File: src/rtl/ifu_pkg.sv
// Shared types and constants for the instruction fetch unit (ifu_fetch and its timeout counter).
// Optional build macro IFU_MISALIGN_CHECK_EN enables the PC alignment check in ifu_fetch.
package ifu_pkg;

    localparam int              XLEN       = 32;
    localparam logic [1:0]      RESP_OKAY  = 2'b00;
    localparam logic [XLEN-1:0] INST_FAULT = 32'h0;

    typedef enum logic [1:0] {
        S_ADDR = 2'd0,
        S_DATA = 2'd1,
        S_OUT  = 2'd2,
        S_NPC  = 2'd3
    } ifu_state_e;

    function automatic logic is_misaligned(input logic [XLEN-1:0] addr);
        return addr[1:0] != 2'b00;
    endfunction

endpackage

File: src/rtl/ifu_timeout_ctr.sv
// Saturating wait counter for the read-response phase; expire flags the last allowed cycle.
// TIMEOUT_CYCLES = 0 disables expiry entirely.
module ifu_timeout_ctr #(
    parameter int TIMEOUT_CYCLES = 255
) (
    input  logic clk,
    input  logic rst,
    input  logic clear,
    input  logic enable,
    output logic expire
);

    localparam int            CW   = (TIMEOUT_CYCLES > 0) ? $clog2(TIMEOUT_CYCLES + 1) : 1;
    localparam logic [CW-1:0] MAX  = '1;
    localparam logic [CW-1:0] LAST = (TIMEOUT_CYCLES > 0) ? CW'(TIMEOUT_CYCLES - 1) : '0;

    logic [CW-1:0] r_cnt;

    always_ff @(posedge clk or negedge rst) begin
        if (!rst) begin
            r_cnt <= '0;
        end else if (clear) begin
            r_cnt <= '0;
        end else if (enable && (r_cnt != MAX)) begin
            r_cnt <= r_cnt + 1'b1;
        end
    end

    assign expire = (TIMEOUT_CYCLES != 0) && (r_cnt == LAST);

endmodule

File: src/rtl/ifu_fetch.sv
// Non-pipelined instruction fetch loop: request -> response -> present to decode -> accept next PC.
// Optional build macro IFU_MISALIGN_CHECK_EN faults misaligned PCs without touching the bus.
//
// Handshakes: every channel (imem AR, imem R, inst, npc) transfers on a rising clk edge where
// valid && ready are both high; a source holds valid and its payload stable until that edge.
module ifu_fetch
    import ifu_pkg::*;
#(
    parameter logic [31:0] RESET_PC       = 32'h8000_0000,
    parameter int          TIMEOUT_CYCLES = 255
) (
    input  logic        clk,
    input  logic        rst,
    input  logic [31:0] dnpc,
    input  logic        npc_valid,
    output logic        npc_ready,
    output logic        imem_arvalid,
    output logic [31:0] imem_araddr,
    input  logic        imem_arready,
    input  logic        imem_rvalid,
    input  logic [31:0] imem_rdata,
    input  logic [1:0]  imem_rresp,
    output logic        imem_rready,
    output logic        inst_valid,
    input  logic        inst_ready,
    output logic [31:0] inst,
    output logic [31:0] pc,
    output logic        fetch_err,
    output logic [1:0]  dbg_state
);

`ifdef IFU_MISALIGN_CHECK_EN
    localparam logic RESET_MISALIGNED = (RESET_PC[1:0] != 2'b00);
    logic w_misalign;
    assign w_misalign = is_misaligned(dnpc);
`else
    localparam logic RESET_MISALIGNED = 1'b0;
    logic w_misalign;
    assign w_misalign = 1'b0;
`endif

    localparam ifu_state_e RESET_STATE = RESET_MISALIGNED ? S_OUT : S_ADDR;

    ifu_state_e        r_state;
    logic [XLEN-1:0]   r_pc;
    logic [XLEN-1:0]   r_inst;
    logic              r_err;
    logic              r_drain;

    logic w_arvalid;
    logic w_rready;
    logic w_npc_ready;
    logic w_inst_valid;
    logic w_ar_hs;
    logic w_expire;

    // Handshake outputs are pure decodes of the state registers, forced low while reset is held.
    assign w_arvalid    = (r_state == S_ADDR) && !r_drain;
    assign w_rready     = (r_state == S_DATA) || r_drain;
    assign w_npc_ready  = (r_state == S_NPC) && !r_drain;
    assign w_inst_valid = (r_state == S_OUT);
    assign w_ar_hs      = w_arvalid && imem_arready;

    ifu_timeout_ctr #(
        .TIMEOUT_CYCLES(TIMEOUT_CYCLES)
    ) u_timeout_ctr (
        .clk   (clk),
        .rst   (rst),
        .clear (w_ar_hs),
        .enable((r_state == S_DATA) && !imem_rvalid),
        .expire(w_expire)
    );

    always_ff @(posedge clk or negedge rst) begin
        if (!rst) begin
            r_state <= RESET_STATE;
            r_pc    <= RESET_PC;
            r_inst  <= INST_FAULT;
            r_err   <= RESET_MISALIGNED;
            r_drain <= 1'b0;
        end else begin
            // A response that arrives after a timeout is swallowed here, never in S_DATA.
            if (r_drain && (r_state != S_DATA) && imem_rvalid) begin
                r_drain <= 1'b0;
            end
            case (r_state)
                S_ADDR: begin
                    if (w_ar_hs) begin
                        r_state <= S_DATA;
                    end
                end
                S_DATA: begin
                    if (imem_rvalid) begin
                        r_inst  <= (imem_rresp == RESP_OKAY) ? imem_rdata : INST_FAULT;
                        r_err   <= (imem_rresp != RESP_OKAY);
                        r_state <= S_OUT;
                    end else if (w_expire) begin
                        r_inst  <= INST_FAULT;
                        r_err   <= 1'b1;
                        r_drain <= 1'b1;
                        r_state <= S_OUT;
                    end
                end
                S_OUT: begin
                    if (inst_ready) begin
                        r_state <= S_NPC;
                    end
                end
                S_NPC: begin
                    if (npc_valid && w_npc_ready) begin
                        r_pc <= dnpc;
                        if (w_misalign) begin
                            r_inst  <= INST_FAULT;
                            r_err   <= 1'b1;
                            r_state <= S_OUT;
                        end else begin
                            r_state <= S_ADDR;
                        end
                    end
                end
                default: r_state <= S_ADDR;
            endcase
        end
    end

    assign imem_arvalid = rst && w_arvalid;
    assign imem_rready  = rst && w_rready;
    assign npc_ready    = rst && w_npc_ready;
    assign inst_valid   = rst && w_inst_valid;
    assign imem_araddr  = r_pc;
    assign pc           = r_pc;
    assign inst         = r_inst;
    assign fetch_err    = r_err;
    assign dbg_state    = r_state;

endmodule

File: config.mk
export PLATFORM = sky130hd
export DESIGN_NAME = ifu_fetch
export DESIGN_NICKNAME = d
export VERILOG_FILES = /design/src/rtl/ifu_pkg.sv /design/src/rtl/ifu_timeout_ctr.sv /design/src/rtl/ifu_fetch.sv
export SDC_FILE = /design/constraint.sdc
export NUM_CORES = 1
export LEC_CHECK = 0
export BUFFER_PORTS_ARGS = -buffer_cell sky130_fd_sc_hd__buf_4
export CAP_MARGIN = 40
export CELL_PAD_IN_SITES_DETAIL_PLACEMENT = 1
export CELL_PAD_IN_SITES_GLOBAL_PLACEMENT = 2
export CORE_MARGIN = 2
export CORE_UTILIZATION = 29
export CTS_BUF_LIST = sky130_fd_sc_hd__clkbuf_8 sky130_fd_sc_hd__clkbuf_16
export CTS_CLUSTER_DIAMETER = 60
export DETAILED_ROUTE_END_ITERATION = 10
export PLACE_DENSITY_LB_ADDON = 0.3
export SETUP_SLACK_MARGIN = 0.02
export SYNTH_ARGS = -nofsm -noshare
export SYNTH_HDL_FRONTEND = slang
export SYNTH_SLANG_ARGS = --single-unit
File: constraint.sdc
create_clock -name clk -period 2.4 [get_ports clk]
set_input_delay 0.12 -clock clk [delete_from_list [all_inputs] [get_ports clk]]
set_output_delay 0.12 -clock clk [all_outputs]
set_load 0.005 [all_outputs]
### After elaboration in Yosys (flattened, before gate mapping)

Index checks and enable logic that the tools add are counted.

* memories: 0
* bits in registers: 76
* bits in latches: 0
* input port bits: 72
* memory bits (writable): 0
* output and inout port bits: 103
* bits in read-only memories: 0

* multipliers: 0
* bitwise gates (word level): 0
* divide/modulo/power cells: 0
* mux-type cells: 17
* shift operators: 0
* order comparisons: 0
* equal/unequal tests: 10
* add/subtract/negate cells: 1
* reduce and logical (&&, ||, !) cells: 23

Operator list (number)
* $mux W32: 3
* $mux W8: 2
* $logic_and A1 B1 Y1: 12
* $mux W2: 5
* $add A8 B1 Y8 const B: 1
* $eq A8 B8 Y1 const B: 1
* $ne A8 B8 Y1 const B: 1
* $pmux W2 S4: 1
* $mux W1: 6
* $ne A2 B1 Y1 const B: 3
* $reduce_bool A2 Y1: 3
* $eq A2 B2 Y1 const B: 2
* $logic_not A2 Y1: 2
* $reduce_and A2 Y1: 2
* $reduce_and A4 Y1: 1
* $ne A3 B2 Y1 const B: 1
* $eq A2 B1 Y1 const B: 1
* $logic_not A1 Y1: 2
* $ne A2 B2 Y1 const B: 1
* $logic_or A1 B1 Y1: 1

### Depth between registers and ports, before layout

Gate-level depths: netlist of run 1.

* depth in word-level cells: 7
* gate-level depth with buffers: 7
* mapped depth without buffers: 6

### Cells and area by module

A second synthesis of run 1 with hierarchy kept.

* cells, all modules: 259
* area, all modules: 3367.0 sq um

By module, submodules not included
* ifu_fetch: times used 1, cells an instance 206, area an instance 2871.5 sq um, seq. area each 1702.9 sq um
* ifu_timeout_ctr: times used 1, cells an instance 53, area an instance 495.5 sq um, seq. area each 200.2 sq um

### Worst setup path before layout of run 1

OpenSTA, ideal clock, no wires.

* path type: register to register
* start point: register r_state[0], in the netlist dbg_state[0]
* end point: register r_state[1], in the netlist dbg_state[1]
* data arrival time: 1.515 ns
* stages on the path, launching flop included: 7
* clock period less this slack: 1.640 ns
* path slack: 0.760 ns
* path buffers: 0
* path through: dfrtp_1 > inv_1 > ha_1 > nand3b_1 > a222oi_1 > nand2_1 > mux2_4

* cells in the longest elaborated chain, start to end: 5

RTL lines
* start, declared: RTL line ifu_fetch.sv:44 `ifu_state_e r_state;`
* start signal, assigned: RTL line ifu_fetch.sv:76 `r_state <= RESET_STATE;`
* start signal, assigned: RTL line ifu_fetch.sv:89 `r_state <= S_DATA;`
* start signal, assigned: RTL line ifu_fetch.sv:96 `r_state <= S_OUT;`
* $eq A2 B2 Y1 / $logic_not A2 Y1 (equally long branches): RTL line ifu_fetch.sv:60, ifu_fetch.sv:86, ifu_fetch.sv:58
* $logic_and A1 B1 Y1, on equally long branches: RTL line ifu_fetch.sv:60, ifu_fetch.sv:58
* $logic_and A1 B1 Y1, on equally long branches: RTL line ifu_fetch.sv:110, ifu_fetch.sv:62
* $ne A2 B1 Y1 (no source line)
* $reduce_and A4 Y1 (no source line)

Parallel ways exist; a longest one is shown, timed or not.
A chain may end at the register's enable or synchronous reset.

### Worst setup path after layout of run 1

* start point: register r_state[1], in the netlist dbg_state[1]
* end point: register u_timeout_ctr.r_cnt[6]

* cells in the longest elaborated chain, start to end: 4

RTL lines
* $eq A2 B1 Y1 / $logic_not A2 Y1 (equally long branches): RTL line ifu_fetch.sv:70, ifu_fetch.sv:58
* $logic_and A1 B1 Y1, on equally long branches: RTL line ifu_fetch.sv:70, ifu_fetch.sv:58
* $logic_and A1 B1 Y1, on equally long branches: RTL line ifu_timeout_ctr.sv:24, ifu_fetch.sv:62
* $reduce_bool A2 Y1 (no source line) / $mux W8 (equally long branches)
* end signal, assigned: RTL line ifu_timeout_ctr.sv:25 `r_cnt <= r_cnt + 1'b1;`
* end, declared: RTL line ifu_timeout_ctr.sv:17 `logic [CW-1:0] r_cnt;`

Parallel ways exist; a longest one is shown, timed or not.

==> metrics.txt, run 1 <==
worst slew pin tran=~460 ps; number of buffer cells added on primary ports=~170; count of boundary I/O pins=approximately 180; Max Buffers Root-to-Sink=2; critical path launch point type=flop; syn nets=between 300 and 400; post-detailed-route count of antenna-violating nets=0; most frequent cells in the layout=sky130_fd_sc_hd__buf_4 (179), sky130_fd_sc_hd__dfrtp_1 (75), sky130_fd_sc_hd__a22o_1 (33), sky130_fd_sc_hd__mux2_2 (32), sky130_fd_sc_hd__dlygate4sd3_1 (22); total grt overflow=0; area share of the leading cell type in the synthesized netlist=56.9%; sum of negative setup slack=0 ps; share of final-layout standard cells stronger than drive strength 1=54.2%; per-cell via count in the routed design=4.60; detailed placement HPWL=approximately 6600 um; Final Max Tran Viols=0; pin count of the biggest net entering global routing=34; average footprint of a synthesized cell=around 13 um2; worst relative slew slack=about 69%; clock tree from TritonCTS=yes; largest cells by area after synthesis=sky130_fd_sc_hd__dfrtp_1 (57%), sky130_fd_sc_hd__mux2_2 (11%), sky130_fd_sc_hd__a22o_1 (8.8%); Area Overhead vs Synth=53.9%; total power per unit cell area=around 1200 mW/mm2; critical path, cell by cell=inv_1 > ha_1 > and3b_1 > and3_1 > nor4bb_1 > nor3_1; final estimated routing congestion in global placement=about 0.76; Data required, critical path=2590 ps; Die Width=111 um; clock slew at the register clock pins of the worst setup and hold paths=~60 ps; TritonCTS buffer count=9; kind of end point of the critical path=flop; max cap viols=0; number of global-route vias before repair=~2.7k; Final Hold Viols=0; critical path's largest stage delay=~430 ps; die span in y=approximately 110 um; final setup vio count=0; Worst Reg2Reg Path Length in Cells=6; synthesized cell area=0.00330 mm2; clock tree skew after final layout=about 6.3 ps; number of flip-flops and latches in the synthesized netlist=76; Peak supply drop=0.481 mV; maximum net fanout on the critical path=7; routed length per placed instance=between 15 and 20 um; starting density of the core=30.0%; Crit Path Category=flop to flop; antenna violations before repair=0; Place WS=around 560 ps; smallest hold slack=~12 ps; worst hold path type=primary input to flop; Net count, final=500; CTS resizes=0; Worst EP arrival=between 2000 and 2500 ps; H-tree lvl count=3; most frequent standard cell in the layout excluding fill and tap cells=sky130_fd_sc_hd__buf_4; master of the slowest instance on the critical path=sky130_fd_sc_hd__dfrtp_1; number of vias in the routed layout=around 2.6k; DRC viols=0; part of the Yosys area used for sequential elements=between 50% and 60%; minimum clock period=1840 ps; depth of the worst hold-timing path=2; floorplan die area=between 0.01 and 0.015 mm2; Row Count=38; number of warnings issued by yosys=0; clk_lat worst skew=around 330 ps; core region area=roughly 0.011 mm2; total length of routed wires=between 9000 and 10000 um; Clock Tree Root=sky130_fd_sc_hd__clkbuf_16; count of TritonRoute iterations in the first routing pass=4; unique cell type count in the Yosys netlist=36; unrepaired setup endpoints after global routing=false; wire length of the first global-routing pass=14700 um; diode count=0; peak clock frequency supported by timing=about 540 MHz; run status=complete, no violations; Post-Layout Inst Area=just over 0.005 mm2; initial detailed-routing violation count=103; synthesized instance count=250; final worst slack=~560 ps; cell accounting for the most synthesized area=sky130_fd_sc_hd__dfrtp_1; number of sinks on the clock net=between 70 and 80; Tcrit/Tclk final=76.6%; leakage power of the design=between 2 and 3 nW; total placed instance area=0.00454 mm2; GRT Util Overall=15.0%
-- routing by layer --
layer / GRT usage (%) / wire length (um)
met1: 19.4 / 4020
met2: 24.1 / 4310
met3: 5.08 / 657
met4: 4.25 / 93
met5: 0 / 0
-- what timing repair did --
item,in CTS,in global routing
setup buffers,0,0
hold endpoints to repair,40,0
hold buffers,22,0
-- registers in the layout, summed over array words and instances (netlist names) --
| name | flops |
|---|---|
| dbg_state | 2 |
| inst | 32 |
| r_drain | 1 |
| u_timeout_ctr.r_cnt | 8 |
| imem_araddr | 32 |
| fetch_err | 1 |
-- layout make-up --
type / count / area (um2)
well taps: 140 / 175
repair buffers: 201 / 1560
clock inverters: 6 / 80.1
fillers: 1156 / 5900
multi-input cells: 127 / 1090
clock buffers: 10 / 239
inverters: 6 / 22.5
flip-flops and latches: 76 / 1900
-- power by group --
group          internal [W]  switching, W  leakage, nW
combinational       0.00165      0.000879         1.43
clock              0.000929      0.000505        0.161
sequential          0.00186      0.000423        0.967
-- worst max-delay path: cells and delay by family, from the launching register on --
family        cells  cell delay, ps
flops             1             430
buf+inv           1             120
simple gates      4             850
fa+ha+maj         1             300
-- kinds of logic (layout without fill, tap and decap cells) --
group	count (synthesis)	after routing	synth area share, %
AO/OA/AOI/OAI	50	50	12.1
XOR/XNOR	2	2	0.531
adder cells (fa/ha/maj)	7	7	2.65
buffers and inverters	47	223	9.33
flip-flops	76	76	57.7
multiplexers	34	34	11.7
AND/OR/NAND/NOR	34	34	5.99
-- per-stage QoR --
step / total power [W] / utilization (%) / cells
2_1_floorplan: 0.00355 / - / 250
3_3_place_gp: 0.00477 / 41.3 / 528
3_5_place_dp: 0.00484 / 41.3 / 528
4_1_cts: 0.00635 / 46.2 / 566
5_1_grt: 0.00666 / 46.2 / 566
6_report: 0.00624 / 46.2 / 566
-- cell usage after synthesis (all sizes together) --
master / number
dfrtp: 75
buf: 41
a22o: 33
mux2: 33
ha: 7
nand2: 7
inv: 6
nor2: 6
o21ai: 6
a21oi: 4
a31oi: 3
and3b: 3
and2: 2
nand2b: 2
nand3: 2
nand3b: 2
nand4: 2
nor3: 2
a222oi: 1
a311oi: 1
and3: 1
and4b: 1
dfstp: 1
mux2i: 1
nor2b: 1
nor4bb: 1
o211ai: 1
o21a: 1
or2: 1
or3: 1
xnor2: 1
xor2: 1
-- worst paths after layout --
path	startpoint	slack (ps)	end
max	dbg_state[1]$_DFFE_PN0P_	560	u_timeout_ctr.r_cnt[6]$_DFFE_PN0P_
min	imem_rdata[22]	10	inst[22]$_DFFE_PN0P_
max reg2reg	dbg_state[1]$_DFFE_PN0P_	560	u_timeout_ctr.r_cnt[6]$_DFFE_PN0P_
min reg2reg	inst[14]$_DFFE_PN0P_	500	inst[14]$_DFFE_PN0P_
max in group asynchronous	rst	1390	imem_araddr[28]$_DFFE_PN0P_
min in group asynchronous	rst	260	imem_araddr[22]$_DFFE_PN0P_
Power figures use the tool's default switching activity.
==> run 2: changes to the inputs <==
ABC_AREA = 1   (was not set)
CORE_UTILIZATION = 23   (was 29)
clock period = 1.6 ns   (was 2.4 ns; I/O delays follow)
==> run 2 against run 1 <==
Net effect: sequential share of layout area down 5.3 points; total power up 54%; count of clock-buffer cells in the layout up 1; final cell count up 36%; die area up 33%; setup slack worse by 490 ps; first-iteration DRC count down 19%; critical path type unchanged; worst hold slack better by 83 ps; design area up 17%; largest cell class is now non-clock buffers; area after synthesis up 6.1%.
==> metrics.txt, run 2 <==
run status=complete, no violations; number of flip-flops and latches in the synthesized netlist=76 (unchanged); clock slew at the register clock pins of the worst setup and hold paths=60 ps (about the same); syn nets=434 (+32%); Area Overhead vs Synth=69.1%; Compound-Gate Fraction of Synth Area=1.50% (-11 points); synthesized instance count=355 (+42%); sum of negative setup slack=0 ps (unchanged); most frequent standard cell in the layout excluding fill and tap cells=sky130_fd_sc_hd__buf_4; startpoint of the worst hold path=imem_rvalid; Final Max Tran Viols=0 (unchanged); clk_lat worst skew=340 ps (about the same); GRT Util Overall=13.1% (-2.0 points); Peak supply drop=0.679 mV (+41%); number of sinks on the clock net=76 (unchanged); diode count=0 (unchanged); critical path, cell by cell=ha_1 > nand3_2 > buf_12 > mux2_2; starting density of the core=23.3% (-6.7 points); worst relative slew slack=57.9% (-11 points); worst slew pin tran=632 ps (+169 ps); wire length of the first global-routing pass=16600 um (+13%); Crit Path Category=flop to flop; EDFF count, synth=0 (unchanged); Final Hold Viols=0 (unchanged); final estimated routing congestion in global placement=0.709 (-6.2%); post-detailed-route count of antenna-violating nets=0 (unchanged); final setup vio count=0 (unchanged); area share of the leading cell type in the synthesized netlist=53.6% (-3.3 points); master of the slowest instance on the critical path=sky130_fd_sc_hd__dfrtp_2; dpl cells=685 (+30%); per-cell via count in the routed design=4.14 (-10%); RR Endpoint=imem_araddr[27]$_DFFE_PN0P_; largest cells by area after synthesis=sky130_fd_sc_hd__dfrtp_1 (54%), sky130_fd_sc_hd__nand2_1 (14%), sky130_fd_sc_hd__mux2_2 (10%); critical path's largest stage delay=450 ps (+20 ps); number of buffer cells added on primary ports=174 (unchanged); part of the Yosys area used for sequential elements=54.3% (-3.3 points); count of TritonRoute iterations in the first routing pass=4 (unchanged); share of synthesized area spent on multiplexers=10.3% (-1.4 points); synthesized cell area=0.00350 mm2 (+6.1%); kind of end point of the critical path=flop; clock tree from TritonCTS=yes; Post-synth ARST share=100% (unchanged); Worst EP arrival=1740 ps (-290 ps); Max Buffers Root-to-Sink=2 (unchanged); post-route insts no fill=770 (+36%); routed length per placed instance=14.2 um (-11%); total placed instance area=0.00483 mm2 (+6.4%); top_reg_cell synth=sky130_fd_sc_hd__dfrtp_1; number of vias in the routed layout=3191 (+22%); total power per unit cell area=1620 mW/mm2 (+32%); most frequent cells in the layout=sky130_fd_sc_hd__buf_4 (180), sky130_fd_sc_hd__nand2_1 (130), sky130_fd_sc_hd__dfrtp_1 (73), sky130_fd_sc_hd__dlygate4sd3_1 (65), sky130_fd_sc_hd__mux2_2 (32); TritonCTS buffer count=9 (unchanged); depth of the worst hold-timing path=4 (+2); critical path launch point type=flop; top-count cell post-synth=sky130_fd_sc_hd__nand2_1; total grt overflow=0 (unchanged); area fraction in and, or, nand and nor cells after synthesis=19.6% (+14 points); clock tree skew after final layout=8.63 ps (+2.28 ps); number of global-route vias before repair=3259 (+21%); Die Width=127 um (+15%); cell accounting for the most synthesized area=sky130_fd_sc_hd__dfrtp_1; total length of routed wires=10900 um (+21%); hold endpoint=r_drain$_DFF_PN0_; share of final-layout standard cells stronger than drive strength 1=43.6% (-11 points); number of warnings issued by yosys=0 (unchanged); leakage power of the design=3.07 nW (+20%); setup slack on the worst flop-to-flop path=70 ps (-490 ps); count of boundary I/O pins=175 (unchanged); H-tree lvl count=3 (unchanged); detailed placement HPWL=7380 um (+12%); core region area=0.0150 mm2 (+37%); max cap viols=0 (unchanged); floorplan die area=0.0162 mm2 (+33%); ranking of synthesized cells by instance count=sky130_fd_sc_hd__nand2_1 (130), sky130_fd_sc_hd__dfrtp_1 (75), sky130_fd_sc_hd__buf_4 (32), sky130_fd_sc_hd__mux2_2 (32), sky130_fd_sc_hd__inv_1 (22); largest family of logic cells by synthesized area=simple AND/OR/NAND/NOR gates; maximum net fanout on the critical path=33 (+26); Tcrit/Tclk final=95.7% (+19 points); Synth Area in XOR/XNOR=0.750% (+0.22 points); reg-to-reg startpoint=dbg_state[0]$_DFFE_PN0P_; Data required, critical path=1810 ps (-780 ps); average footprint of a synthesized cell=9.87 um2 (-25%); unique cell type count in the Yosys netlist=24 (-33%); Net count, final=656 (+31%); antenna violations before repair=0 (unchanged); final standard cell utilization of the core=39.4% (-6.8 points); pin count of the biggest net entering global routing=47 (+38%); minimum clock period=1530 ps (-307 ps); initial detailed-routing violation count=83 (-19%); die span in y=127 um (+15%); Worst Reg2Reg Path Length in Cells=4 (-2); DRC viols=0 (unchanged); peak clock frequency supported by timing=653 MHz (+20%); unrepaired setup endpoints after global routing=true; Post-Layout Inst Area=0.00592 mm2 (+17%); worst hold path type=primary input to flop; Clock Tree Root=sky130_fd_sc_hd__clkbuf_16; Row Count=45 (+18%); fraction of the mapped netlist area in adder cells=2.50% (-0.15 points)
run 2: timing repair:
| item | 4_1_cts | 5_1_grt |
|---|---|---|
| hold buffers | 65 | 0 |
| buffers inserted | 0 | 1 |
| endpoints found under the setup margin | 0 | 43 |
| endpoints found under the hold margin | 139 | 0 |
| gates resized for setup | 0 | 16 |
run 2: how the worst max path moves through the flow:
stage | from | to | depth (start not counted)
global placement | u_timeout_ctr.r_cnt[1]$_DFFE_PN0P_ | u_timeout_ctr.r_cnt[6]$_DFFE_PN0P_ | 9
finish | dbg_state[0]$_DFFE_PN0P_ | imem_araddr[27]$_DFFE_PN0P_ | 4
CTS | u_timeout_ctr.r_cnt[0]$_DFFE_PN0P_ | inst[25]$_DFFE_PN0P_ | 9
detailed placement | dbg_state[1]$_DFFE_PN0P_ | u_timeout_ctr.r_cnt[0]$_DFFE_PN0P_ | 9
global route | dbg_state[1]$_DFFE_PN0P_ | u_timeout_ctr.r_cnt[0]$_DFFE_PN0P_ | 9
floorplan | dbg_state[1]$_DFFE_PN0P_ | u_timeout_ctr.r_cnt[2]$_DFFE_PN0P_ | 8
run 2: power breakdown:
part	leakage (nW)	internal (W)	switching, W
Sequential	0.970	0.00274	0.000625
Clock	0.168	0.00144	0.000776
Combinational	1.93	0.00241	0.00160
Total	3.07	0.00660	0.00300
run 2: cell type report:
| cell class | instances | area [um2] |
|---|---|---|
| Fill cell | 1694 | 9110 |
| Timing Repair Buffer | 250 | 2090 |
| Sequential cell | 76 | 1910 |
| Multi-Input combinational cell | 218 | 1280 |
| Clock buffer | 11 | 253 |
| Tap cell | 188 | 235 |
| Inverter | 22 | 82.6 |
| Clock inverter | 5 | 76.3 |
run 2: logic make-up (layout without fill, tap and decap cells):
logic type,count (synthesis),after routing
AOI/OAI and AO/OA,9,9
xor gates and xnor gates,3,3
adders and majority gates,7,7
buffers and inverters,63,288
DFF,76,76
muxes,32,32
and+or+nand+nor,165,167
run 2: per-stage QoR:
step | total power, W | hold WS [ps] | setup WS, ps
2_1_floorplan | 0.00518 | -216 | 145
3_3_place_gp | 0.00705 | 149 | 80.8
3_5_place_dp | 0.00716 | 151 | 38.4
4_1_cts | 0.00957 | 88.5 | 29.0
5_1_grt | 0.0103 | 129 | 18.7
6_report | 0.00959 | 95.2 | 69.3
run 2: worst max-delay path: cells and delay by family (launching register included):
kind | cells | cell delay (ps)
buffers and inverters | 1 | 210
AND/OR/NAND/NOR | 1 | 100
flip-flops | 1 | 450
adder cells (fa/ha/maj) | 1 | 260
multiplexers | 1 | 370
run 2: metal layers:
metal	global-route usage (%)	routed length, um	up-vias
li1	-	-	1528
met1	15.7	4710	1518
met2	22.0	5230	131
met3	3.69	769	14
met4	5.56	225	0
met5	0	0	-
==> run 3: changes to the inputs <==
ABC_AREA = not set   (was 1)
CORE_UTILIZATION = 24   (was 23)
==> run 3 against run 2 <==
Net effect: the run now ends with negative setup slack left; clock skew down 2.5 ps; final cell count fell by 12%; critical path depth up 2; critical endpoint is now dbg_state[1]$_DFFE_PN0P_; setup slack worse by 120 ps.
==> metrics.txt, run 3 (synthesis gave the netlist of run 1 again) <==
Worst EP arrival=1860 ps (+120 ps); peak clock frequency supported by timing=606 MHz (-7.2%); final estimated routing congestion in global placement=0.776 (+9.5%); worst slew pin tran=561 ps (-71.1 ps); TritonCTS buffer count=9 (unchanged); Max Buffers Root-to-Sink=2 (unchanged); clock tree from TritonCTS=yes; diode count=0 (unchanged); sum of negative setup slack=-81.7 ps (-81.7 ps); grt peak-use layer=met2; most frequent cells in the layout=sky130_fd_sc_hd__buf_4 (201), sky130_fd_sc_hd__dfrtp_1 (73), sky130_fd_sc_hd__dlygate4sd3_1 (65), sky130_fd_sc_hd__a22o_1 (33), sky130_fd_sc_hd__mux2_2 (30); number of sinks on the clock net=76 (unchanged); detailed placement HPWL=7130 um (-3.3%); Worst Reg2Reg Path Length in Cells=6 (+2); pin count of the biggest net entering global routing=43 (-8.5%); final worst slack=-49.2 ps (-119 ps); largest delay contributor family on the critical path=flip-flops; share of final-layout standard cells stronger than drive strength 1=56.7% (+13 points); starting density of the core=24.7% (+1.4 points); core region area=0.0133 mm2 (-11%); worst hold path type=primary input to flop; Die Width=121 um (-4.8%); clock slew at the register clock pins of the worst setup and hold paths=60 ps (about the same); smallest hold slack=143 ps (+48.2 ps); sum of buffers and inverters on the critical path=1 (unchanged); Tcrit/Tclk final=103% (+7.4 points); GRT Util Overall=14.5% (+1.4 points); Final Max Tran Viols=0 (unchanged); routed length per placed instance=16.6 um (+17%); Net count, final=575 (-12%); critical path's largest stage delay=420 ps (-30 ps); antenna violations before repair=0 (unchanged); H-tree lvl count=3 (unchanged); number of buffer cells added on primary ports=174 (unchanged); count of cell instances traversed by the critical path=6 (+2); post-detailed-route count of antenna-violating nets=0 (unchanged); wire length of the first global-routing pass=16500 um (-1.0%); DRC viols=0 (unchanged); number of vias in the routed layout=2960 (-7.2%); count of TritonRoute iterations in the first routing pass=4 (unchanged); met3 Track Usage GR=4.18% (+0.50 points); Peak supply drop=0.566 mV (-17%); Data required, critical path=1810 ps (about the same); violations in the final reports=negative setup slack; critical path, cell by cell=inv_2 > ha_4 > nand3b_1 > a222oi_1 > nand2_1 > mux2_4; GRT met1 Usage=17.0% (+1.3 points); Clock Tree Root=sky130_fd_sc_hd__clkbuf_16; total power per unit cell area=1680 mW/mm2 (+3.9%); most frequent standard cell in the layout excluding fill and tap cells=sky130_fd_sc_hd__buf_4; floorplan die area=0.0147 mm2 (-9.4%); kind of end point of the critical path=flop; count of boundary I/O pins=175 (unchanged); clk_lat worst skew=330 ps (about the same); run status=finished, violations left; final setup vio count=7 (+7); initial detailed-routing violation count=91 (+9.6%); die span in y=121 um (-4.8%); Crit Path Category=flop to flop; number of global-route vias before repair=3141 (-3.6%); Row Count=42 (-6.7%); max cap viols=0 (unchanged); worst relative slew slack=62.6% (+4.7 points); final standard cell utilization of the core=44.9% (+5.5 points); clock tree skew after final layout=6.12 ps (-2.51 ps); Area Overhead vs Synth=81.5%; unrepaired setup endpoints after global routing=true; critical path launch point type=flop; depth of the worst hold-timing path=3 (-1); met2 GRT Util=25.8% (+3.9 points); master of the slowest instance on the critical path=sky130_fd_sc_hd__dfrtp_1; total length of routed wires=11200 um (+2.7%); minimum clock period=1650 ps (+119 ps); per-cell via count in the routed design=4.37 (+5.5%); total grt overflow=0 (unchanged); leakage power of the design=2.94 nW (-4.3%); maximum net fanout on the critical path=4 (-88%); Final Hold Viols=0 (unchanged)
run 3: changes by cell type in the layout (fill, tap and decap cells not counted), sizes merged, moves of 2 or more:
| cell | change |
|---|---|
| xor2 | -2 |
| nor2 | -7 |
| and2 | +2 |
| nand3 | -11 |
| clkinvlp | +2 |
| a22o | +33 |
| buf | +24 |
| and3b | +3 |
| nand2 | -128 |
| a31oi | +3 |
| nand2b | +2 |
| inv | -16 |
run 3: path summary, 6_finish.rpt:
check | startpoint | end | slack [ps]
min reg2reg | inst[29]$_DFFE_PN0P_ | inst[29]$_DFFE_PN0P_ | 510
max | dbg_state[1]$_DFFE_PN0P_ | dbg_state[1]$_DFFE_PN0P_ | -50
max in group asynchronous | rst | u_timeout_ctr.r_cnt[7]$_DFFE_PN0P_ | 630
max reg2reg | dbg_state[1]$_DFFE_PN0P_ | dbg_state[1]$_DFFE_PN0P_ | -50
min | imem_rvalid | r_drain$_DFF_PN0_ | 140
min in group asynchronous | rst | r_drain$_DFF_PN0_ | 150
run 3: area by class of cell:
type	instances	area [um2]
tap	176	220
fill	1418	7360
inverter	6	22.5
sequential	76	1910
timing repair buffer	276	2330
clock inverter	7	67.6
clock buffer	9	225
multi-input combinational	127	1220
run 3: worst register-to-register path: stages (launching register included):
cell and delay [ps]:
sky130_fd_sc_hd__dfrtp_1 420, sky130_fd_sc_hd__inv_2 120, sky130_fd_sc_hd__ha_4 140, sky130_fd_sc_hd__nand3b_1 100
sky130_fd_sc_hd__a222oi_1 290, sky130_fd_sc_hd__nand2_1 140, sky130_fd_sc_hd__mux2_4 320
run 3: routing by layer:
metal  vias to the layer above  part of all wire (%)
met5                         -                     0
met4                         0                  0.88
met3                         7                   7.4
met2                       132                    50
met1                      1461                    42
li1                       1360                     -
run 3: through the flow:
| step | cells | setup slack, ps | area [um2] | power, W |
|---|---|---|---|---|
| global placement | 581 | -20.1 | 4750 | 0.00744 |
| CTS | 670 | -70.5 | 5780 | 0.00990 |
| floorplan | 250 | -0.542 | 3310 | 0.00535 |
| detailed placement | 581 | -138 | 4750 | 0.00757 |
| finish | 677 | -49.2 | 5990 | 0.0101 |
| global route | 677 | -155 | 5990 | 0.0107 |
run 3: report_power, final:
| group | switching, W | internal, W | total (W) |
|---|---|---|---|
| combinational | 0.00162 | 0.00302 | 0.00464 |
| sequential | 0.000652 | 0.00279 | 0.00344 |
| clock | 0.000808 | 0.00120 | 0.00201 |
| total | 0.00308 | 0.00701 | 0.0101 |
run 3: repair_timing:
item / in CTS / in global routing
pin swaps: 7 / 39
setup buffers: 8 / 4
gates cloned: 0 / 4
endpoints found under the setup margin: 73 / 75
hold buffers: 65 / 0
hold endpoints to repair: 97 / 0
resized for setup: 5 / 25
